$ cat src/rtl/stream_mux_pkg.sv
`default_nettype none
// ============================================================================
// Module   : stream_mux_pkg
// Purpose  : Shared types and the round-robin pick function for stream_mux_n.
// Revision : 1.0 - initial release
// ============================================================================
package stream_mux_pkg;

    typedef enum logic {
        MODE_STATIC = 1'b0,
        MODE_RR     = 1'b1
    } mode_e;

    // Upper bound on channel count supported by rr_pick (index fits in 5 bits).
    localparam int unsigned c_MAX_CH    = 32;
    localparam int unsigned c_MAX_IDX_W = 5;

    typedef struct packed {
        logic                   found;
        logic [c_MAX_IDX_W-1:0] idx;
    } rr_pick_t;

    // First set bit of valid at or above ptr, wrapping modulo n_ch.
    function automatic rr_pick_t rr_pick(
        input logic [c_MAX_CH-1:0]    valid,
        input logic [c_MAX_IDX_W-1:0] ptr,
        input int unsigned            n_ch
    );
        rr_pick_t    res;
        int unsigned cand;
        res = '0;
        for (int unsigned k = 0; k < c_MAX_CH; k++) begin
            if (!res.found && k < n_ch) begin
                cand = 32'(ptr) + k;
                if (cand >= n_ch) begin
                    cand = cand - n_ch;
                end
                if (valid[cand]) begin
                    res.found = 1'b1;
                    res.idx   = c_MAX_IDX_W'(cand);
                end
            end
        end
        return res;
    endfunction

endpackage : stream_mux_pkg
`default_nettype wire

$ cat src/rtl/stream_mux_rr_arb.sv
`default_nettype none
// ============================================================================
// Module   : stream_mux_rr_arb
// Purpose  : Grant selection (lock / static / round-robin) and rr pointer.
// Revision : 1.0 - initial release
// ============================================================================
module stream_mux_rr_arb
    import stream_mux_pkg::*;
#(
    parameter int N_CH  = 4,
    parameter int SEL_W = 2
) (
    input  logic             clk,
    input  logic             rst,
    input  logic [N_CH-1:0]  i_valid,
    input  mode_e            i_mode,
    input  logic [SEL_W-1:0] i_sel,
    input  logic             i_lock,
    input  logic [SEL_W-1:0] i_lock_ch,
    input  logic             i_xfer,
    input  logic             i_advance,
    output logic             o_found,
    output logic [SEL_W-1:0] o_grant
);

    logic [SEL_W-1:0]       r_rr_ptr;
    logic [c_MAX_CH-1:0]    w_valid_ext;
    logic [c_MAX_IDX_W-1:0] w_ptr_ext;
    rr_pick_t               w_pick;

    always_comb begin
        w_valid_ext              = '0;
        w_valid_ext[N_CH-1:0]    = i_valid;
        w_ptr_ext                = '0;
        w_ptr_ext[SEL_W-1:0]     = r_rr_ptr;
        w_pick                   = rr_pick(w_valid_ext, w_ptr_ext, N_CH);
    end

    // A held packet lock overrides both selection modes.
    always_comb begin
        o_found = 1'b0;
        o_grant = '0;
        if (i_lock) begin
            o_found = 1'b1;
            o_grant = i_lock_ch;
        end else if (i_mode == MODE_STATIC) begin
            o_found = (32'(i_sel) < N_CH);
            o_grant = i_sel;
        end else begin
            o_found = w_pick.found;
            o_grant = SEL_W'(w_pick.idx);
        end
    end

    always_ff @(posedge clk or posedge rst) begin
        if (rst) begin
            r_rr_ptr <= '0;
        end else if (i_xfer && i_advance) begin
            r_rr_ptr <= (o_grant == SEL_W'(N_CH - 1)) ? '0 : o_grant + SEL_W'(1);
        end
    end

endmodule : stream_mux_rr_arb
`default_nettype wire

$ cat src/rtl/stream_mux_n.sv
`default_nettype none
// ============================================================================
// Module   : stream_mux_n
// Purpose  : N:1 registered valid/ready stream mux, static or round-robin.
//            Define STREAM_MUX_LAST_EN for packet-locked arbitration (last ports).
// Revision : 1.0 - initial release
// ============================================================================
module stream_mux_n
    import stream_mux_pkg::*;
#(
    parameter  int N_CH   = 4,
    parameter  int DATA_W = 8,
    localparam int SEL_W  = $clog2(N_CH)
) (
    input  logic                   clk_i,
    input  logic                   rst_i,
    input  logic [N_CH*DATA_W-1:0] in_data_i,
    input  logic [N_CH-1:0]        in_valid_i,
    output logic [N_CH-1:0]        in_ready_o,
    input  logic [SEL_W-1:0]       sel_i,
    input  logic                   mode_i,
    output logic [DATA_W-1:0]      out_data_o,
    output logic [SEL_W-1:0]       out_chan_o,
    output logic                   out_valid_o,
    input  logic                   out_ready_i
`ifdef STREAM_MUX_LAST_EN
    ,
    input  logic [N_CH-1:0]        in_last_i,
    output logic                   out_last_o
`endif
);

    mode_e             w_mode;
    logic              w_free;
    logic              w_found;
    logic              w_xfer;
    logic              w_cur_last;
    logic              w_lock;
    logic              w_advance;
    logic [SEL_W-1:0]  w_grant;
    logic [SEL_W-1:0]  w_lock_ch;
    logic [N_CH-1:0]   w_ready;

    logic [DATA_W-1:0] r_out_data;
    logic [SEL_W-1:0]  r_out_chan;
    logic              r_out_valid;

    assign w_mode = mode_e'(mode_i);
    assign w_free = !r_out_valid || out_ready_i;

    stream_mux_rr_arb #(
        .N_CH  (N_CH),
        .SEL_W (SEL_W)
    ) u_arb (
        .clk       (clk_i),
        .rst       (rst_i),
        .i_valid   (in_valid_i),
        .i_mode    (w_mode),
        .i_sel     (sel_i),
        .i_lock    (w_lock),
        .i_lock_ch (w_lock_ch),
        .i_xfer    (w_xfer),
        .i_advance (w_advance),
        .o_found   (w_found),
        .o_grant   (w_grant)
    );

    // Ready is forced low during reset since the cleared output looks "free".
    always_comb begin
        w_ready = '0;
        if (!rst_i && w_free && w_found && in_valid_i[w_grant]) begin
            w_ready[w_grant] = 1'b1;
        end
    end

    assign w_xfer     = |w_ready;
    assign in_ready_o = w_ready;

`ifdef STREAM_MUX_LAST_EN
    logic             r_lock;
    logic [SEL_W-1:0] r_lock_ch;
    logic             r_out_last;

    assign w_cur_last = in_last_i[w_grant];

    always_ff @(posedge clk_i or posedge rst_i) begin
        if (rst_i) begin
            r_lock     <= 1'b0;
            r_lock_ch  <= '0;
            r_out_last <= 1'b0;
        end else if (w_xfer) begin
            r_lock     <= !w_cur_last;
            r_lock_ch  <= w_grant;
            r_out_last <= w_cur_last;
        end
    end

    assign w_lock     = r_lock;
    assign w_lock_ch  = r_lock_ch;
    assign out_last_o = r_out_last;
`else
    assign w_cur_last = 1'b1;
    assign w_lock     = 1'b0;
    assign w_lock_ch  = '0;
`endif

    // Round-robin pointer moves only at packet boundaries in RR mode.
    assign w_advance = (w_mode == MODE_RR) && w_cur_last;

    always_ff @(posedge clk_i or posedge rst_i) begin
        if (rst_i) begin
            r_out_data  <= '0;
            r_out_chan  <= '0;
            r_out_valid <= 1'b0;
        end else if (w_xfer) begin
            r_out_data  <= in_data_i[int'(w_grant)*DATA_W +: DATA_W];
            r_out_chan  <= w_grant;
            r_out_valid <= 1'b1;
        end else if (out_ready_i) begin
            r_out_valid <= 1'b0;
        end
    end

    assign out_data_o  = r_out_data;
    assign out_chan_o  = r_out_chan;
    assign out_valid_o = r_out_valid;

endmodule : stream_mux_n
`default_nettype wire

$ cat config.mk
export PLATFORM = sky130hd
export DESIGN_NAME = stream_mux_n
export DESIGN_NICKNAME = d
export VERILOG_FILES = /design/src/rtl/stream_mux_pkg.sv /design/src/rtl/stream_mux_rr_arb.sv /design/src/rtl/stream_mux_n.sv
export SDC_FILE = /design/constraint.sdc
export NUM_CORES = 1
export LEC_CHECK = 0
export ABC_AREA = 1
export ABC_CLOCK_PERIOD_IN_PS = 4200
export BUFFER_PORTS_ARGS = -buffer_cell sky130_fd_sc_hd__buf_2
export CAP_MARGIN = 20
export CORE_UTILIZATION = 48
export CTS_CLUSTER_SIZE = 25
export DETAILED_ROUTE_END_ITERATION = 8
export GPL_ROUTABILITY_DRIVEN = 1
export PLACE_DENSITY_LB_ADDON = 0.12
export SETUP_SLACK_MARGIN = 0.1
export SYNTH_ARGS = -nofsm -noshare
export SYNTH_HDL_FRONTEND = slang
export SYNTH_SLANG_ARGS = --single-unit
$ cat constraint.sdc
create_clock -name clk_i -period 4.2 [get_ports clk_i]
set_input_delay 1.26 -clock clk_i [delete_from_list [all_inputs] [get_ports clk_i]]
set_output_delay 1.26 -clock clk_i [all_outputs]
set_load 0.01 [all_outputs]
# Yosys cells after proc, flatten, opt, wreduce, memory -nomap -nowiden
# Cells that the tools add are included.
op_classes:
  add_sub_neg: 8
  order_cmp: 10
  n_eq_ne: 1
  shift: 1
  n_mux: 32
  reduce_logical: 10
op_table:
  columns: ["cell", "n"]
  rows:
  - ["$mux 32", 7]
  - ["$lt 32x6->1 const B", 4]
  - ["$ge 32x3->1 const B", 3]
  - ["$sub 32x3->32 const B", 3]
  - ["$mux 6", 7]
  - ["$shiftx 32x6->8", 1]
  - ["$bmux 1 s5", 4]
  - ["$mux 1", 9]
  - ["$add 2x2->3 const B", 2]
  - ["$logic_and 1x1->1", 5]
  - ["$mux 2", 2]
  - ["$mux 4", 1]
  - ["$reduce_or 4->1", 1]
  - ["$sub 2x3->4 const B", 1]
  - ["$add 2x1->3 const B", 1]
  - ["$ge 2x3->1 const B", 1]
  - ["$lt 2x3->1 const B", 1]
  - ["$add 2x1->2 const B", 1]
  - ["$bmux 1 s2", 1]
  - ["$demux 1 s2", 1]
  - ["$eq 2x2->1 const B", 1]
  - ["$ge 2x1->1 const B", 1]
  - ["$logic_not 1->1", 2]
  - ["$reduce_bool 2->1", 1]
  - ["$logic_or 1x1->1", 1]
word_totals:
  reg_bits: 13
  input_bits: 42
  out_inout_bits: 15
  wordCells: 66

# Logic depth before layout (Yosys ltp)
# Gate-level depths: netlist of the first run.
depth:
  depth_word: 28
  ltp_mapped: 21

# Modules after synthesis
# A second synthesis of the first run with hierarchy kept.
unflattened:
  hier_cells: 231
  area_unflattened_um2: 1336.3
by_module_without_submodules:
  columns: ["mod", "instances", "cells_per_inst", "area_per_inst_um2", "seq_area_each_um2"]
  rows:
  - ["stream_mux_n", 1, 148, 869.6, 275.3]
  - ["stream_mux_rr_arb", 1, 83, 466.7, 50.0]

# Least setup slack after synthesis of the first run
# No wires, ideal clock.
synth_timing:
  path_type: "input -> output"
  start: "in in_valid_i[2]"
  end: "out in_ready_o[0]"
  arrival_time_ps: 2697
  required_ps: 2940
  path_slack_ps: 243
  stages: 15
  n_path_buf: 0
  cell_sequence: "inv_1 nand2_2 nand3_1 nand2_1 inv_2 nand2_2 nor2_4 nand3_1 nand3_2 nand2_4 inv_4 nand2_2 a21oi_4 inv_1 nor3_1"
synth_between:
  elab_chain_cells: 15
synth_lines:
  columns: ["item", "line", "rtl"]
  rows:
  - ["start: declaration", "stream_mux_n.sv:18", "input logic [N_CH-1:0] in_valid_i,"]
  - ["$bmux 1 s5", "stream_mux_pkg.sv:38", "if (valid[cand]) begin"]
  - ["$mux 1 (not written as such)", "stream_mux_pkg.sv:38", null]
  - ["$mux 6 (2 in series)", "stream_mux_pkg.sv:38", null]
  - ["$mux 6", "stream_mux_pkg.sv:33", "if (!res.found && k < n_ch) begin"]
  - ["$mux 6", "stream_mux_pkg.sv:38", null]
  - ["$mux 6", "stream_mux_pkg.sv:33", null]
  - ["$mux 6", "stream_mux_pkg.sv:38", null]
  - ["$mux 6", "stream_mux_pkg.sv:33", null]
  - ["$mux 2", "stream_mux_rr_arb.sv:46", "end else if (i_mode == MODE_STATIC) begin"]
  - ["$lt 2x3->1 (not written as such) or $ge 2x1->1 (tied branches)", "stream_mux_n.sv:72", "w_ready[w_grant] = 1'b1;"]
  - ["$logic_and 1x1->1 (not written as such)", "stream_mux_n.sv:72", null]
  - ["$mux 1 (not written as such)", "stream_mux_n.sv:72", null]
  - ["$demux 1 s2", "stream_mux_n.sv:72", null]
  - ["$mux 4 *", "stream_mux_n.sv:71", "if (!rst_i && w_free && w_found && in_valid_i[w_grant]) begin"]
  - ["end: declaration", "stream_mux_n.sv:19", "output logic [N_CH-1:0] in_ready_o,"]
# Mark *: on every way between the ends. The rest lies on a longest branch, timed or not. The select of a mux whose other input is x is not followed.

# Worst setup path in the final report of the first run
layout_timing:
  start: "in in_valid_i[3]"
  end: "out in_ready_o[3]"
# Same word-level chain as after synthesis.

==> flow_metrics.env, run 1 <==
export IMPL_grt_pass1_wl_um=4947
export IMPL_powerDensity_nw_per_um2=686.9
export IMPL_synth_area_um2=1330
export IMPL_top_layer="met4"
export IMPL_tritoncts="done"
export IMPL_power_total_mw=1.315
export IMPL_yosysMostFrequentCell="nand2_1"
export IMPL_crit_required_ns=2.94
export IMPL_yosys_warnings=0
export IMPL_ys_flop_type="dfrtp_1"
export IMPL_clock_skew_ns=0.001478
export IMPL_cts_path_max_buffers=2
export IMPL_yosysUniqueCellTypes=26
export IMPL_io_pins=57
export IMPL_utilization=0.7522
export IMPL_end_kind="output pin"
export IMPL_async_reset_ff_frac=1.000
export IMPL_dieArea_um2=2986
export IMPL_antenna_found_initial=0
export IMPL_avgSynthCellArea_um2=6.425
export IMPL_min_path_type="register to register"
export IMPL_area_growth_pct=43.93
export IMPL_rsz0062_at_grt="true"
export IMPL_vdd_drop_max_uv=562.6
export IMPL_maxSlewHeadroom=0.6843
export IMPL_numPortBuffers=56
export IMPL_reg2reg_slack_ns=1.00
export IMPL_die_h_um=54.64
export IMPL_gp_congestion=0.8133
export IMPL_synth_edf_count=0
export IMPL_antenna_left=0
export IMPL_hold_viol=0
export IMPL_maxSlewViolCount=0
export IMPL_avgViaCountPerCell=5.139
export IMPL_synthCells=207
export IMPL_met3_length_um=230
export IMPL_cts_sinks=13
export IMPL_route_detailed_drc=0
export IMPL_synth_nets=255
export IMPL_clk_latency_ns=0.27
export IMPL_cp_data_arrival_time_ns=2.90
export IMPL_numCtsBuffers=3
export IMPL_fp_row_count=18
export IMPL_nNetsFinal=328
export IMPL_first_pass_iters=4
export IMPL_wl_per_cell_um=12.64
export IMPL_ys_seq_elements=13
export IMPL_num_vias=1588
export IMPL_max_cap_viol_count=0
export IMPL_crit_path_max_fanout=7
export IMPL_wl_met1_um=1667
export IMPL_clk_pin_slew_ns=0.07
export IMPL_startpoint_type="primary input"
export IMPL_grt_pass1_vias=1239
export IMPL_clock_fmax_mhz=240.3
export IMPL_drive_above_1_share=0.4552
export IMPL_yosys_area_top_type="dfrtp_1"
export IMPL_crit_reg2reg_launch="u_arb.r_rr_ptr[1]$_DFFE_PP0P_"
export IMPL_synth_common_cells="nand2_1, nand3_1, inv_1"
export IMPL_holdBufCountCts=0
export IMPL_seq_area_frac_synth=0.2446
export IMPL_core_um2=2545
export IMPL_min_from="out_chan_o[0]$_DFFE_PP0P_"
export IMPL_wl_met2_um=1886
export IMPL_nFillCells=217
export IMPL_dpl_hpwl_um=2594
export IMPL_critPathKind="primary input to output pin"
export IMPL_routed_wirelength_um=3905
export IMPL_post_route_period_util=0.9909
export IMPL_synthTopCellsByArea="dfrtp_1, nand2_1, nand3_1, ha_1, o21ai_0"
export IMPL_yosys_area_top_type_share=0.2446
export IMPL_outcome="complete, no violations"
export IMPL_period_needed_ns=4.162
export IMPL_grt_overflow_total=0
export IMPL_tightest_slew_ns=0.4723
export IMPL_cp_startpoint="in_valid_i[3]"
export IMPL_first_iter_violations=35
export IMPL_initial_core_util=0.5226
export IMPL_diodes=0
export IMPL_die_x_um=54.64
export IMPL_power_leakage_nw=1.100
export IMPL_grt_usage=0.2253
export IMPL_htree_levels=1
export IMPL_setup_violations=0
export IMPL_grt_max_degree=17
export IMPL_cts_root_buf="clkbuf_4"
## cell type report
cell class / count / area, um^2 / share of cell area
inverters: 20 / 95.09 / 0.04967
well taps: 30 / 37.54 / 0.01961
multi-input cells: 166 / 965.9 / 0.5046
clock buffers: 4 / 26.28 / 0.01373
repair buffers: 76 / 462.9 / 0.2418
flip-flops and latches: 13 / 326.6 / 0.1706
## through the flow
step                setup TNS, ns  hold WS [ns]  cell area, um^2  std cells  setup WS (ns)
CTS                             0        0.4729             1718        303         0.1087
detailed placement              0        0.4548             1649        294        0.01929
finish                          0        0.4727             1914        309        0.03813
global route              -0.1637        0.4880             1914        309       -0.05863
floorplan                       0        0.5050             1330        207         0.2430
global placement                0        0.4501             1649        294        0.07205
## logic make-up after synthesis
logic type / Yosys count / share of synthesized area
adder cells (fa/ha/maj): 6 / 0.05644
AO/OA/AOI/OAI: 20 / 0.08937
buffers and inverters: 28 / 0.1138
flip-flops: 13 / 0.2446
AND/OR/NAND/NOR: 140 / 0.4958
## routing by layer
layer / vias to the layer above / global-route usage
met2: 66 / 0.3614
li1: 806 / -
met5: - / 0
met1: 702 / 0.3096
met3: 14 / 0.01111
met4: 0 / 0.09402
## where the power goes
part	internal, mW	leakage, nW	switching [mW]
clock	0.0368	0.0150	0.0369
sequential	0.182	0.163	0.0383
combinational	0.389	0.921	0.632
## state kept, by name (all words and copies together), names as in the netlist
| name | cells |
|---|---|
| out_data_o | 8 |
| out_chan_o | 2 |
| out_valid_o | 1 |
| u_arb.r_rr_ptr | 2 |
## critical path: stages
cell and delay, ns:
buf_6 0.09, inv_4 0.04, nand2_4 0.08, nand3_4 0.07
buf_4 0.14, nand2_1 0.06, nand2_1 0.05, nand2_1 0.08
nand2_1 0.07, nand2_1 0.09, nand3_2 0.09, nand2_4 0.12
buf_4 0.16, ha_1 0.15, inv_1 0.05, nor2_1 0.12
buf_2 0.16
## cell usage in the layout (no fill, tap or decap)
cell type  instances
nand3_4            4
or2_2              1
nor2_4             1
a21oi_2            1
inv_8              1
nor3_2             2
nand3_2            6
buf_2             52
buf_4             20
a31oi_1            1
nor2_1            11
nand4_1            4
dfrtp_2            1
clkbuf_4           3
inv_1             11
buf_8              2
o21ai_1            1
dfrtp_1           12
nand2_4            9
o211ai_1           1
nand3_1           17
nand2_2           12
a21oi_4            1
buf_6              2
nand2_1           73
inv_2              3
ha_2               1
o21ai_0           15
inv_4              5
clkbuf_1           1
ha_1               5
## repair_timing
item / 4_1_cts / 5_1_grt
endpoints found under the setup margin: 3 / 4
resized for setup: 4 / 41
pin swaps: 3 / 21
setup buffers: 5 / 6
## final timing paths
path                                                  to  depth (start not counted)
setup / recovery                           in_ready_o[3]                         17
hold / removal                 out_chan_o[0]$_DFFE_PP0P_                          2
setup reg to reg               out_data_o[4]$_DFFE_PP0P_                         18
hold reg to reg                out_chan_o[0]$_DFFE_PP0P_                          2
max in group asynchronous  u_arb.r_rr_ptr[1]$_DFFE_PP0P_                          3
min in group asynchronous        out_valid_o$_DFFE_PP0P_                          3
No activity file was read; power rests on OpenSTA's default activity.
==> run 2: changes to the inputs <==
ABC_AREA = unset   (was 1)
CORE_UTILIZATION = 47   (was 48)
==> run 2 against run 1 <==
  * Final cell count is 24% lower
  * First-iteration DRC count down 8.6%
  * Worst hold slack better by 0.014 ns
  * Largest power group unchanged
  * Final area grew 2.0%
  * Synthesized cell count down 40%
  * Setup slack got worse by 0.13 ns
  * Register-to-register slack lost 0.12 ns
  * Critical path type unchanged
  * Core utilization rose by 2.2 points
  * Maximum frequency decreased by 3.0%
  * Wire length decreased by 11%
  * The run now ends with negative setup slack left
  * Largest cell class unchanged
  * Highest routed layer unchanged
  * Non-clock buffer count rose by 9
==> flow_metrics.env, run 2 <==
export IMPL_outcome="complete, but fails checks"
export IMPL_violations="negative setup slack"
export IMPL_dpl_hpwl_um=2655
export IMPL_async_reset_ff_frac=1.000
export IMPL_nFillCells=181
export IMPL_die_x_um=54.03
export IMPL_gp_congestion=0.9479
export IMPL_rsz0062_at_grt="true"
export IMPL_multi_input_area_um2=970.9
export IMPL_synth_edf_count=0
export IMPL_layout_commonest_cell="buf_2"
export IMPL_setup_violations=4
export IMPL_r2r_cells=15
export IMPL_first_pass_iters=4
export IMPL_grt_usage=0.2544
export IMPL_clk_pin_slew_ns=0.08
export IMPL_cts_path_max_buffers=2
export IMPL_crit_reg2reg_launch="u_arb.r_rr_ptr[0]$_DFFE_PP0P_"
export IMPL_route_detailed_drc=0
export IMPL_clk_latency_ns=0.28
export IMPL_seq_area_frac_synth=0.2557
export IMPL_yosys_area_top_type="dfrtp_1"
export IMPL_cp_cell_sequence="buf_8, mux2_4, a41o_1, a31oi_4, o211ai_1, o2111ai_2, o211a_4, and3_4, buf_6"
export IMPL_grt_max_degree=16
export IMPL_reg2reg_slack_ns=0.88
export IMPL_fin_ws_ns=-0.08941
export IMPL_cts_root_buf="clkbuf_4"
export IMPL_fp_row_count=18
export IMPL_num_vias=1355
export IMPL_cpPeakStageDelay_ns=0.31
export IMPL_initial_core_util=0.5045
export IMPL_critPathKind="primary input to output pin"
export IMPL_period_needed_ns=4.289
export IMPL_tritoncts="done"
export IMPL_ys_flop_type="dfrtp_1"
export IMPL_synth_nets=173
export IMPL_crit_path_max_fanout=6
export IMPL_grt_pass1_vias=1243
export IMPL_cpMaxStageDelayCell="mux2_4"
export IMPL_cp_data_arrival_time_ns=3.03
export IMPL_maxSlewViolCount=0
export IMPL_numPortBuffers=56
export IMPL_post_route_period_util=1.021
export IMPL_grt_overflow_total=0
export IMPL_holdBufCountCts=0
export IMPL_die_h_um=54.03
export IMPL_cts_sinks=13
export IMPL_tightest_slew_ns=0.4042
export IMPL_hold_viol=0
export IMPL_endpoint="in_ready_o[0]"
export IMPL_antenna_left=0
export IMPL_nNetsFinal=255
export IMPL_maxSlewHeadroom=0.7270
export IMPL_yosys_warnings=0
export IMPL_yosysMostFrequentCell="dfrtp_1"
export IMPL_yosysUniqueCellTypes=41
export IMPL_cp_startpoint="in_valid_i[3]"
export IMPL_area_growth_pct=53.39
export IMPL_avgSynthCellArea_um2=10.18
export IMPL_synthCells=125
export IMPL_end_kind="output pin"
export IMPL_core_um2=2522
export IMPL_avgViaCountPerCell=5.742
export IMPL_drive_above_1_share=0.6214
export IMPL_routed_wirelength_um=3462
export IMPL_max_cap_viol_count=0
export IMPL_power_leakage_nw=0.9401
export IMPL_placed_area_um2=1730
export IMPL_htree_levels=1
export IMPL_whs_ns=0.4867
export IMPL_dieArea_um2=2919
export IMPL_diodes=0
export IMPL_grt_pass1_wl_um=5271
export IMPL_ys_seq_elements=13
export IMPL_synth_common_cells="dfrtp_1, inv_1, mux4_2"
export IMPL_min_path_type="register to register"
export IMPL_seqCellArea_um2=325.3
export IMPL_startpoint_type="primary input"
export IMPL_synthTopCellsByArea="dfrtp_1, mux4_2, mux2_2, ha_1, mux2i_1"
export IMPL_mostFrequentLayoutCells="buf_2, buf_4, dfrtp_1"
export IMPL_powerDensity_nw_per_um2=720.2
export IMPL_antenna_found_initial=0
export IMPL_r2r_end="out_data_o[3]$_DFFE_PP0P_"
export IMPL_numCtsBuffers=3
export IMPL_final_area_um2=1952
export IMPL_wl_per_cell_um=14.67
export IMPL_clock_fmax_mhz=233.1
export IMPL_clock_skew_ns=0.002443
export IMPL_vdd_drop_max_uv=551.8
export IMPL_utilization=0.7738
export IMPL_power_total_mw=1.406
export IMPL_yosys_area_top_type_share=0.2557
export IMPL_first_iter_violations=32
export IMPL_io_pins=57
export IMPL_largest_reg_flops=8
export IMPL_finalSetupTns_ns=-0.2958
export IMPL_synth_area_um2=1272
export IMPL_crit_required_ns=2.94
==> run 2: changes by cell type in the layout (fill, tap and decap cells not counted), moves of 8 or more <==
cell / change
buf_4: +9
nand2_2: -12
o21ai_0: -9
nand2_1: -69
nand2_4: -9
nand3_1: -17
mux4_2: +8
mux2_2: +8
==> run 2: routing by layer <==
metal | up-vias | part of all wire | track usage
met4 | 0 | 0.0078 | 0.06838
met3 | 4 | 0.039 | 0.05367
met2 | 45 | 0.50 | 0.4198
met5 | - | 0 | 0
met1 | 661 | 0.45 | 0.3345
li1 | 645 | - | -
==> run 2: worst min-delay path by stage <==
stage,from,endpoint,slack (ns),depth (start not counted)
global placement,out_data_o[6]$_DFFE_PP0P_,out_data_o[6]$_DFFE_PP0P_,0.47,1
detailed placement,out_data_o[6]$_DFFE_PP0P_,out_data_o[6]$_DFFE_PP0P_,0.48,1
CTS,out_data_o[6]$_DFFE_PP0P_,out_data_o[6]$_DFFE_PP0P_,0.49,1
floorplan,out_chan_o[0]$_DFFE_PP0P_,out_chan_o[0]$_DFFE_PP0P_,0.53,1
global route,out_chan_o[0]$_DFFE_PP0P_,out_chan_o[0]$_DFFE_PP0P_,0.52,1
finish,out_data_o[6]$_DFFE_PP0P_,out_data_o[6]$_DFFE_PP0P_,0.49,1
==> run 2: cells by family (layout without fill, tap and decap cells) <==
group	after synthesis	in the layout	synth area share
simple gates	24	24	0.09930
fa+ha+maj	6	6	0.05900
compound gates	35	35	0.1908
flops	13	13	0.2557
buf+inv	18	99	0.07177
mux	29	29	0.3235
==> run 2: power breakdown <==
group	switching, mW	internal [mW]	leakage [nW]
combinational	0.516	0.590	0.771
clock	0.0417	0.0369	0.0150
sequential	0.0302	0.191	0.154
total	0.588	0.818	0.940
==> run 2: cell type report <==
cell class	instances	share of cell area
inverters	10	0.02051
clock buffers	4	0.01346
multi-input cells	94	0.4974
repair buffers	85	0.2827
well taps	30	0.01923
flip-flops and latches	13	0.1667
==> run 2: critical path: cells and delay by family <==
| family | cells | cell delay (ns) |
|---|---|---|
| buffers and inverters | 2 | 0.19 |
| multiplexers | 1 | 0.31 |
| AND/OR/NAND/NOR | 1 | 0.18 |
| AO/OA/AOI/OAI | 5 | 1.10 |
==> run 2: metrics by stage <==
stage / std cells / setup slack [ns]
4_1_cts: 235 / -0.1337
6_report: 236 / -0.08941
5_1_grt: 236 / -0.1839
3_5_place_dp: 226 / -0.2608
3_3_place_gp: 226 / -0.1751
2_1_floorplan: 125 / -0.001623
==> run 2: timing repair <==
item,in CTS,in global routing
pin swaps,10,5
setup buffers,5,1
resized for setup,18,13
endpoints found under the setup margin,4,4
==> run 3: changes to the inputs <==
CELL_PAD_IN_SITES_DETAIL_PLACEMENT = 0   (was unset)
CELL_PAD_IN_SITES_GLOBAL_PLACEMENT = 1   (was unset)
CORE_ASPECT_RATIO = 1.2   (was unset)
CORE_UTILIZATION = 35   (was 47)
==> run 3 against run 2 <==
  * Core utilization down 18 points
  * The run ends with design-rule violations, negative setup slack left
  * Clock-buffer cell count is the same
  * Combinational power about the same
  * Highest routed layer unchanged
  * Critical path depth did not move
  * Maximum frequency fell by 0.12%
==> flow_metrics.env, run 3 (synthesized netlist as in run 2, its figures left out) <==
export IMPL_outcome="complete, but fails checks"
export IMPL_violations="design-rule violations, negative setup slack"
export IMPL_pwr_share_comb=0.768
export IMPL_cts_sinks=13
export IMPL_die_h_um=68.05
export IMPL_numCtsBuffers=3
export IMPL_grt_overflow_total=0
export IMPL_first_iter_violations=39
export IMPL_power_total_mw=1.435
export IMPL_routed_wirelength_um=3623
export IMPL_numPortBuffers=56
export IMPL_area_growth_pct=59.19
export IMPL_gp_congestion=0.8445
export IMPL_min_from="out_chan_o[1]$_DFFE_PP0P_"
export IMPL_fin_ws_ns=-0.09442
export IMPL_vdd_drop_max_uv=427.2
export IMPL_r2r_cells=16
export IMPL_io_pins=57
export IMPL_nFillCells=308
export IMPL_drive_above_1_share=0.6346
export IMPL_intPower_mw=0.8510
export IMPL_num_vias=1347
export IMPL_end_kind="output pin"
export IMPL_cpMaxStageDelayCell="a2111oi_2"
export IMPL_mostFrequentLayoutCells="buf_2, buf_4, dfrtp_1"
export IMPL_clock_skew_ns=0.006273
export IMPL_antenna_found_initial=0
export IMPL_crit_family="compound AO/OA/AOI/OAI gates"
export IMPL_route_detailed_drc=16
export IMPL_clock_fmax_mhz=232.9
export IMPL_initial_core_util=0.3747
export IMPL_maxSlewHeadroom=0.7797
export IMPL_layout_commonest_cell="buf_2"
export IMPL_rsz0062_at_grt="true"
export IMPL_grt_pass1_vias=1389
export IMPL_wl_per_cell_um=14.79
export IMPL_hold_end="out_chan_o[1]$_DFFE_PP0P_"
export IMPL_utilization=0.5965
export IMPL_clk_pin_slew_ns=0.05
export IMPL_switching_share=0.4069
export IMPL_min_path_type="register to register"
export IMPL_dieArea_um2=3882
export IMPL_reg2reg_slack_ns=0.85
export IMPL_tritoncts="done"
export IMPL_antenna_left=0
export IMPL_grt_pass1_wl_um=5947
export IMPL_fp_row_count=23
export IMPL_first_pass_iters=6
export IMPL_period_needed_ns=4.294
export IMPL_power_switching_mw=0.5837
export IMPL_dpl_hpwl_um=2942
export IMPL_crit_reg2reg_launch="u_arb.r_rr_ptr[0]$_DFFE_PP0P_"
export IMPL_diodes=0
export IMPL_cts_path_max_buffers=2
export IMPL_startpoint_type="primary input"
export IMPL_max_cap_viol_count=0
export IMPL_r2r_end="out_data_o[7]$_DFFE_PP0P_"
export IMPL_p_seq_frac=0.158
export IMPL_maxSlewViolCount=0
export IMPL_cp_startpoint="in_valid_i[3]"
export IMPL_largest_reg_flops=8
export IMPL_grt_usage=0.1952
export IMPL_cpPeakStageDelay_ns=0.32
export IMPL_htree_levels=1
export IMPL_cts_root_buf="clkbuf_8"
export IMPL_power_share_clock=0.074
export IMPL_crit_required_ns=2.94
export IMPL_critPathKind="primary input to output pin"
export IMPL_hold_depth=1
export IMPL_setup_violations=4
export IMPL_post_route_period_util=1.022
export IMPL_crit_path_max_fanout=6
export IMPL_cp_cell_sequence="buf_8, mux2_4, a22o_1, a2111oi_2, or3_4, o2111ai_2, o211a_4, and2_4, buf_2"
export IMPL_cp_data_arrival_time_ns=3.03
export IMPL_power_leakage_nw=0.9651
export IMPL_powerDensity_nw_per_um2=708.3
export IMPL_nNetsFinal=257
export IMPL_core_um2=3396
export IMPL_avgViaCountPerCell=5.498
export IMPL_clk_latency_ns=0.24
export IMPL_cp_num_buf_inv=2
export IMPL_hold_viol=0
export IMPL_tightest_slew_ns=0.3213
export IMPL_die_x_um=57.04
export IMPL_grt_max_degree=14
==> run 3: worst max path at each step <==
| stage | to | depth (start not counted) | slack, ns |
|---|---|---|---|
| detailed placement | in_ready_o[0] | 9 | -0.25 |
| finish | in_ready_o[3] | 9 | -0.09 |
| floorplan | in_ready_o[0] | 9 | -0.002 |
| global route | in_ready_o[3] | 9 | -0.16 |
| global placement | in_ready_o[1] | 9 | -0.24 |
| CTS | in_ready_o[0] | 9 | -0.05 |
==> run 3: layout make-up <==
class / instances / area [um^2] / share of cell area
multi-input cells: 94 / 1002 / 0.4947
flip-flops and latches: 13 / 325.3 / 0.1606
well taps: 37 / 46.29 / 0.02285
inverters: 10 / 42.54 / 0.02100
clock buffers: 4 / 45.04 / 0.02224
repair buffers: 87 / 564.3 / 0.2786
==> run 3: worst reg2reg max path: cells and delay by family, from the launching register on <==
| family | cells | cell delay (ns) |
|---|---|---|
| flops | 1 | 0.43 |
| compound gates | 5 | 0.89 |
| mux | 1 | 0.36 |
| fa+ha+maj | 2 | 0.50 |
| buf+inv | 6 | 0.85 |
| simple gates | 2 | 0.19 |
==> run 3: timing repair <==
action                                  CTS  global route
resized for setup                        38             1
pin swaps                                12             2
buffers inserted                          5             0
endpoints found under the setup margin    4             4
hold buffers                              0             0
hold endpoints to repair                  0             0
==> run 3: through the flow <==
step / TNS (ns) / cell area (um^2) / worst slack (ns) / hold WS [ns] / cells
2_1_floorplan: -0.003246 / 1308 / -0.001623 / 0.5344 / 125
3_3_place_gp: -0.9223 / 1762 / -0.2412 / 0.4746 / 236
3_5_place_dp: -0.9318 / 1762 / -0.2489 / 0.4762 / 236
4_1_cts: -0.1624 / 2021 / -0.05165 / 0.4887 / 245
5_1_grt: -0.6022 / 2026 / -0.1572 / 0.5030 / 245
6_report: -0.3554 / 2026 / -0.09442 / 0.4863 / 245
==> run 3: power groups by stage <==
| stage | combinational (mW) | clock, mW | sequential [mW] |
|---|---|---|---|
| floorplan | 0.585 | 0 | 0.257 |
| global placement | 0.915 | 0 | 0.227 |
| detailed placement | 0.924 | 0 | 0.229 |
| CTS | 1.09 | 0.109 | 0.228 |
| global route | 1.19 | 0.117 | 0.237 |
| finish | 1.10 | 0.106 | 0.227 |
==> run 3: routing by layer <==
metal | global-route usage | part of all wire
met1 | 0.1925 | 0.36
met2 | 0.4059 | 0.56
met3 | 0.02457 | 0.063
met4 | 0.08232 | 0.016
met5 | 0 | 0
